### config.mk
export PLATFORM = sky130hd
export DESIGN_NAME = ram_rw_ctrl
export DESIGN_NICKNAME = d
export VERILOG_FILES = /design/src/rtl/ram_rw_ctrl.sv
export SDC_FILE = /design/constraint.sdc
export NUM_CORES = 1
export LEC_CHECK = 0
export ABC_AREA = 1
export BUFFER_PORTS_ARGS = -buffer_cell sky130_fd_sc_hd__buf_2
export CAP_MARGIN = 20
export CORE_MARGIN = 2
export CORE_UTILIZATION = 49
export DETAILED_ROUTE_END_ITERATION = 10
export PLACE_DENSITY = 0.74
export SYNTH_ARGS = -nofsm -noshare
export SYNTH_HDL_FRONTEND = slang
export SYNTH_SLANG_ARGS = --single-unit
### constraint.sdc
create_clock -name sys_clk -period 2.2 [get_ports sys_clk]
set_input_delay 0.33 -clock sys_clk [delete_from_list [all_inputs] [get_ports sys_clk]]
set_output_delay 0.33 -clock sys_clk [all_outputs]
set_load 0.05 [all_outputs]
### src/rtl/ram_rw_ctrl.sv
// ============================================================================
// Module  : ram_rw_ctrl
// Brief   : Write-fill / cyclic-read sequencer for a single-port 8x256 RAM.
// Rev     : 1.0  initial release
// ============================================================================
`default_nettype none

module ram_rw_ctrl #(
  parameter int unsigned CNT_MAX = 25'd9_999_999
) (
  input  logic       sys_clk,
  input  logic       sys_rst_n,
  input  logic       wr_flag,
  input  logic       rd_flag,
  output logic       wr_en,
  output logic [7:0] addr,
  output logic [7:0] wr_data,
  output logic       rd_en
);

  localparam int unsigned CNT_W = (CNT_MAX < 2) ? 1 : $clog2(CNT_MAX + 1);
  localparam logic [CNT_W-1:0] CNT_LAST = CNT_W'(CNT_MAX);

  typedef enum logic [1:0] {
    IDLE  = 2'd0,
    WRITE = 2'd1,
    READ  = 2'd2
  } state_t;

  state_t           state;
  logic [CNT_W-1:0] cnt;

  always_ff @(posedge sys_clk) begin
    if (!sys_rst_n) begin
      state   <= IDLE;
      wr_en   <= 1'b0;
      rd_en   <= 1'b0;
      addr    <= 8'd0;
      wr_data <= 8'd0;
      cnt     <= '0;
    end else if (wr_flag) begin
      // A write request always wins: it restarts a burst or aborts a read.
      state   <= WRITE;
      wr_en   <= 1'b1;
      rd_en   <= 1'b0;
      addr    <= 8'd0;
      wr_data <= 8'd0;
      cnt     <= '0;
    end else begin
      case (state)
        WRITE: begin
          if (addr == 8'hFF) begin
            state   <= IDLE;
            wr_en   <= 1'b0;
            addr    <= 8'd0;
            wr_data <= 8'd0;
          end else begin
            addr    <= addr + 8'd1;
            wr_data <= wr_data + 8'd1;
          end
        end
        READ: begin
          if (cnt == CNT_LAST) begin
            cnt  <= '0;
            addr <= addr + 8'd1;
          end else begin
            cnt <= cnt + 1'b1;
          end
        end
        default: begin
          if (rd_flag) begin
            state <= READ;
            rd_en <= 1'b1;
            addr  <= 8'd0;
            cnt   <= '0;
          end
        end
      endcase
    end
  end

endmodule

`default_nettype wire

==> results of run 1 <==
## logic make-up after synthesis
kind of cell             count (synthesis)
AND/OR/NAND/NOR                        225
adder cells (fa/ha/maj)                  5
AO/OA/AOI/OAI                           29
buffers and inverters                   46
flip-flops                              44
XOR/XNOR                                13
## metal layers
layer | share of wire [%] | wire length (um)
met1 | 48 | 2490
met2 | 47 | 2390
met3 | 3.8 | 196
met4 | 1.3 | 65
met5 | 0 | 0
## layout make-up
| class | instances | area (sq um) |
|---|---|---|
| Clock buffer | 5 | 68.8 |
| Fill cell | 514 | 2280 |
| Multi-Input combinational cell | 272 | 1430 |
| Clock inverter | 3 | 23.8 |
| Tap cell | 70 | 87.6 |
| Sequential cell | 44 | 881 |
| Inverter | 40 | 153 |
| Timing Repair Buffer | 23 | 120 |
## metrics by stage
step / instances / power [uW] / instance area (sq um) / hold slack, ns
floorplan: 362 / 993 / 2520 / 0.455
global placement: 449 / 1020 / 2670 / 0.443
detailed placement: 449 / 1030 / 2670 / 0.457
CTS: 457 / 1550 / 2760 / 0.281
global route: 457 / 1590 / 2760 / 0.289
finish: 457 / 1530 / 2760 / 0.289
## Yosys cell counts, types with 2 or more instances
master and instances:
a21oi_1 17, buf_2 3, nand3b_1 3, xnor2_1 3
inv_2 3, inv_1 35, o211ai_1 3, nand4_1 13
ha_1 5, nor2_4 3, nand2_8 2, nor3_1 12
nand3_1 34, o21ai_0 5, nor2_2 13, xor2_1 10
nor2_1 56, nand3_2 3, nand2_4 2, nand2_1 81
dfxtp_1 44
## sequential cells by signal (all words and copies together) (netlist names)
register / flops
wr_en: 1
rd_en: 1
state: 2
cnt: 24
addr: 8
wr_data: 8
## cells in the final DEF (no fill, tap or decap), types with 2 or more instances in the layout
cell type and count:
nor3_1 12, inv_2 3, nor2_2 13, ha_1 5, nor2_4 3, nand4_1 13, xnor2_1 3, nand3_2 3
buf_2 21, nand3b_1 3, clkinvlp_4 2, o211ai_1 3, nand2_8 2, nand2_1 81, buf_4 2, nand3_1 34
inv_1 35, a21oi_1 17, o21ai_0 5, xor2_1 10, dfxtp_1 44, nor2_1 56, nand2_4 2, clkbuf_8 5
## critical path, delay by kind of cell (launching register included)
family	cells	cell delay (ns)
XOR/XNOR	1	0.18
AO/OA/AOI/OAI	1	0.38
flip-flops	1	0.37
adder cells (fa/ha/maj)	1	0.31
buffers and inverters	1	0.06
AND/OR/NAND/NOR	5	0.36
## worst min path at each step
stage,cells after the start,end,start,slack [ns]
4_1_cts,3,wr_en,sys_rst_n,0.28
5_1_grt,3,wr_en,wr_flag,0.29
3_5_place_dp,2,wr_en,wr_en,0.46
3_3_place_gp,2,rd_en,rd_en,0.44
6_report,3,wr_en,sys_rst_n,0.29
2_1_floorplan,2,state[1],state[1],0.46
## power by group
part / internal [uW] / total, uW / switching [uW]
sequential: 807 / 818 / 11.1
clock: 225 / 523 / 298
combinational: 54.0 / 188 / 134
total: 1090 / 1530 / 443
==> flow_summary_export.csv, run 1 <==
group,metric,value,unit
run_status,status,"completed",
setup_path,cp-startpoint,"state[0]",
sta,tightest_slew,0.542,ns
route,drcViolationCount,0,
sta,hold_viol,0,
setup_path,crit_path_start_kind,"flop",
setup_path,path_max_fanout,8,
setup_path,critical_path_arrival,1.97,ns
placed_design,place.gp.congestion,0.878,
sta,period_share,80.6,%
setup_path,cpPeakStageDelay,0.38,ns
placed_design,pre_cts_slack,0.473,ns
logic_synthesis,synthesis.nets,371,
die,ioPinCount,22,
setup_path,end_kind,"flop",
route,dr.pass1.iters,4,
setup_path,path_common_cell,"nor2_4",
setup_path,r2r_cells,9,
cts,htreeDepth,2,
finish,post-route-util,54.7,%
grt,overflow,0,
die,start_util,50.0,%
finish,finalNetCount,395,
die,die_w,75.7,um
logic_synthesis,ys_types,33,
cts,cts_tree,"yes",
finish,drive_gt1_share,16.3,%
power,ir_worst_vdd,0.000313,V
setup_path,crit_slowest_cell,"o21ai_4",
cts,cts_buffers,5,
logic_synthesis,synth_area_leaders,"dfxtp_1 (35%), nand2_1 (12%), nor2_1 (8.3%)",
die,die_y,75.7,um
logic_synthesis,ys_seq_elements,44,
cts,cts.path.max_buffers,2,
worst_hold_path,hp-class,"in -> reg",
route,vias,2333,
sta,rsz0062_at_grt,"false",
setup_path,r2r_start,"state[0]",
logic_synthesis,ys_warn_count,0,
sta,fmax,564,MHz
setup_path,endpoint,"cnt[14]",
setup_path,r2r_slack,0.43,ns
grt,grt_max_degree,20,
setup_path,cp.required,2.39,ns
logic_synthesis,ys_seq_area_share,35.0,%
logic_synthesis,synth-compound-area-share,6.90,%
cts,holdBufCountCts,0,
route,drtIter0Drc,105,
sta,slew_viol_final,0,
sta,period_needed,1.77,ns
power,leakage,0.00110,uW
grt,grtUsageMet2,35.1,%
sta,finalWorstSetupSlack,0.426,ns
sta,setup_tns,0,ns
run,drv_cap,0,
route,wire_per_inst,11.3,um
grt,grt_pass1_wl,9000,um
logic_synthesis,netlist.area_leader.share,35.0,%
logic_synthesis,synthXorXnorAreaFrac,4.52,%
finish,antenna_cells,0,
logic_synthesis,muxShareOfSynthArea,0,%
cts,clock_sinks,44,
logic_synthesis,synth_top_area_cell,"dfxtp_1",
setup_path,path_cells,"inv_1 > ha_1 > o21ai_4 > nor2_4 > nand2_4 > nor2_4 > nand2_1 > xor2_1 > nor2_2",
sta,setup_viol,0,
logic_synthesis,synth_async_sr_flop_share,0,%
cts,path_clk_slew,0.10,ns
logic_synthesis,synthCells,362,
logic_synthesis,synth_fa_ha_area_share,2.48,%
logic_synthesis,synthesis.area,2520,sq um
logic_synthesis,synth_top_family_by_area,"simple AND/OR/NAND/NOR gates",
cts,cts-root-buf,"clkbuf_8",
route,vias_per_cell,5.11,
cts,clk-insertion-delay-late,0.30,ns
die,core_area,5040,sq um
finish,syn_to_final_growth,9.48,%
placed_design,io_buffer_count,21,
logic_synthesis,avgSynthCellArea,6.96,sq um
logic_synthesis,synth_edf_count,0,
logic_synthesis,synthFlopType,"dfxtp_1",
grt,use_met1,25.2,%
logic_synthesis,synth_simple_gate_area_share,42.7,%
die,die_area,5730,sq um
setup_path,reg2reg_to,"cnt[14]",
grt,grt_usage,20.2,%
route,antenna_left,0,
power,p_per_area,555,nW/um^2
grt,grt_use_met3,3.57,%
cts,post_cts_buffers,0,
cts,post_cts_resized,0,
die,fp-row-count,26,
route,totalWireLength,5140,um
grt,gr-max-usage-layer,"met2",
sta,finClkSkew,0.0121,ns
grt,grt_pass1_vias,2077,
sta,slew_headroom,63.8,%
grt,antenna_found_initial,0,
placed_design,post-dp-hpwl,3800,um
setup_path,path_class,"reg -> reg",
Note: power is estimated with default switching activity, not from simulation.
==> run 2: changes to the inputs <==
- clock period: 2.2 -> 1.7 ns (I/O delays scaled with it)
==> flow_summary_export.csv, run 2 (synthesized netlist as in run 1, its figures left out) <==
group,metric,value,unit
run_status,status,"completed",
power,combPwrFrac,12.1,%
worst_hold_path,hp-class,"in -> reg",
finish,largest_register_ffs,24,
sta,period_share,94.6,%
cts,cts_tree,"yes",
worst_hold_path,min_to,"state[0]",
die,die_y,75.7,um
route,drtIter0Drc,130,
sta,tightest_slew,0.441,ns
die,start_util,50.0,%
route,vias,2363,
power,p_seq_share,49.2,%
finish,layout_commonest_cell,"nand2_1",
die,core_area,5040,sq um
finish,regMostFlops,"cnt",
route,totalWireLength,5330,um
finish,antenna_cells,0,
cts,cts-root-buf,"clkbuf_8",
setup_path,r2r_cells,9,
power,p_int,1570,uW
setup_path,r2r_start,"state[0]",
placed_design,io_buffer_count,21,
die,die_area,5730,sq um
worst_hold_path,hold_depth,3,
setup_path,path_class,"reg -> reg",
cts,cts.path.max_buffers,2,
route,dr_wl_met3,213,um
route,vias_per_cell,5.05,
route,m1WireLength,2590,um
sta,setup_tns,0,ns
cts,cts_buffers,5,
setup_path,crit_path_start_kind,"flop",
placed_design,post-dp-hpwl,3870,um
cts,clock_sinks,44,
power,leakage,0.00117,uW
grt,antenna_found_initial,0,
route,top_layer_used,"met4",
grt,grt_pass1_vias,2087,
die,die_w,75.7,um
power,switching_share,27.1,%
sta,fmax,622,MHz
grt,overflow,0,
finish,fill_cells,478,
route,antenna_left,0,
placed_design,place.gp.congestion,0.944,
cts,htreeDepth,2,
die,fp-row-count,26,
power,p_per_area,745,nW/um^2
grt,grt_pass1_wl,9040,um
run,drv_cap,0,
finish,layout_common_cells,"nand2_1 (79), nor2_1 (55), dfxtp_1 (39)",
sta,period_needed,1.61,ns
cts,clk-insertion-delay-late,0.31,ns
finish,drive_gt1_share,20.9,%
sta,finClkSkew,0.00900,ns
setup_path,end_kind,"flop",
sta,setup_viol,0,
grt,grt_usage,20.3,%
route,wire_per_inst,11.4,um
sta,slew_viol_final,0,
finish,syn_to_final_growth,14.7,%
sta,hold_viol,0,
cts,path_clk_slew,0.09,ns
route,drcViolationCount,0,
finish,top_regs,"cnt x24, addr x8, wr_data x8",
power,ir_worst_vdd,0.000446,V
sta,slew_headroom,70.5,%
finish,post-route-util,57.3,%
sta,hold_slack,0.224,ns
power,clock_power_share,38.7,%
grt,grt_max_degree,19,
die,ioPinCount,22,
setup_path,r2r_slack,0.09,ns
route,met2WireLength,2470,um
setup_path,reg2reg_to,"cnt[14]",
route,dr.pass1.iters,4,
setup_path,path_max_fanout,8,
worst_hold_path,worstHoldStart,"wr_flag",
power,power.switching,583,uW
setup_path,cp.required,1.91,ns
setup_path,critical_path_arrival,1.81,ns
finish,finalNetCount,406,
-- run 2: cell count changes in the layout (fill, tap and decap cells not counted), sizes merged --
| cell | before | now |
|---|---|---|
| clkinvlp | 2 | 1 |
| clkinv | 2 | 1 |
| buf | 23 | 34 |
| inv | 39 | 40 |
| bufinv | 0 | 1 |
-- run 2: what timing repair did --
| item | in CTS | in global routing |
|---|---|---|
| pin swaps | 0 | 5 |
| buffers inserted | 0 | 6 |
| setup endpoints to repair | 1 | 30 |
| hold buffers | 0 | 0 |
| gates cloned | 0 | 0 |
| endpoints found under the hold margin | 0 | 0 |
| gates resized for setup | 1 | 9 |
-- run 2: power groups by stage --
stage	logic (uW)	clock network (uW)	registers (uW)
floorplan	170	0	1120
global placement	242	0	1080
detailed placement	246	0	1080
CTS	248	859	1060
global route	288	899	1060
finish	261	833	1060
-- run 2: how the worst max path moves through the flow --
stage,start,to,slack (ns),cells after the start
finish,state[0],cnt[14],0.09,9
floorplan,addr[2],addr[2],0.10,9
detailed placement,state[0],addr[6],0.05,9
CTS,state[0],addr[6],0.006,9
global placement,cnt[0],cnt[10],0.06,8
global route,state[1],cnt[14],-0.0006,10
-- run 2: layer usage --
metal	global-route usage, %	up-vias
met5	0	-
met3	3.97	7
met1	25.7	1063
met4	6.43	0
li1	-	1239
met2	34.9	54
-- run 2: worst max-delay path: stages (launching register included) --
cell,delay (ns)
dfxtp_2,0.35
inv_1,0.04
ha_1,0.23
o21ai_4,0.32
nor2_4,0.10
nand2_4,0.11
nor2_4,0.06
nand2_1,0.07
xor2_1,0.19
nor2_2,0.04
-- run 2: stage by stage --
step / power, uW / area (sq um) / setup WS [ns] / instances
floorplan: 1290 / 2520 / 0.100 / 362
global placement: 1320 / 2710 / 0.0622 / 454
detailed placement: 1330 / 2710 / 0.0455 / 454
CTS: 2170 / 2830 / 0.00601 / 462
global route: 2250 / 2890 / -0.000646 / 468
finish: 2150 / 2890 / 0.0911 / 468
-- run 2: layout make-up --
cell class | count | area (sq um) | area share, %
timing repair buffer | 34 | 203 | 7.01
inverter | 40 | 155 | 5.37
sequential | 44 | 887 | 30.7
multi-input combinational | 272 | 1440 | 49.9
clock inverter | 3 | 46.3 | 1.60
tap | 70 | 87.6 | 3.03
clock buffer | 5 | 68.8 | 2.38
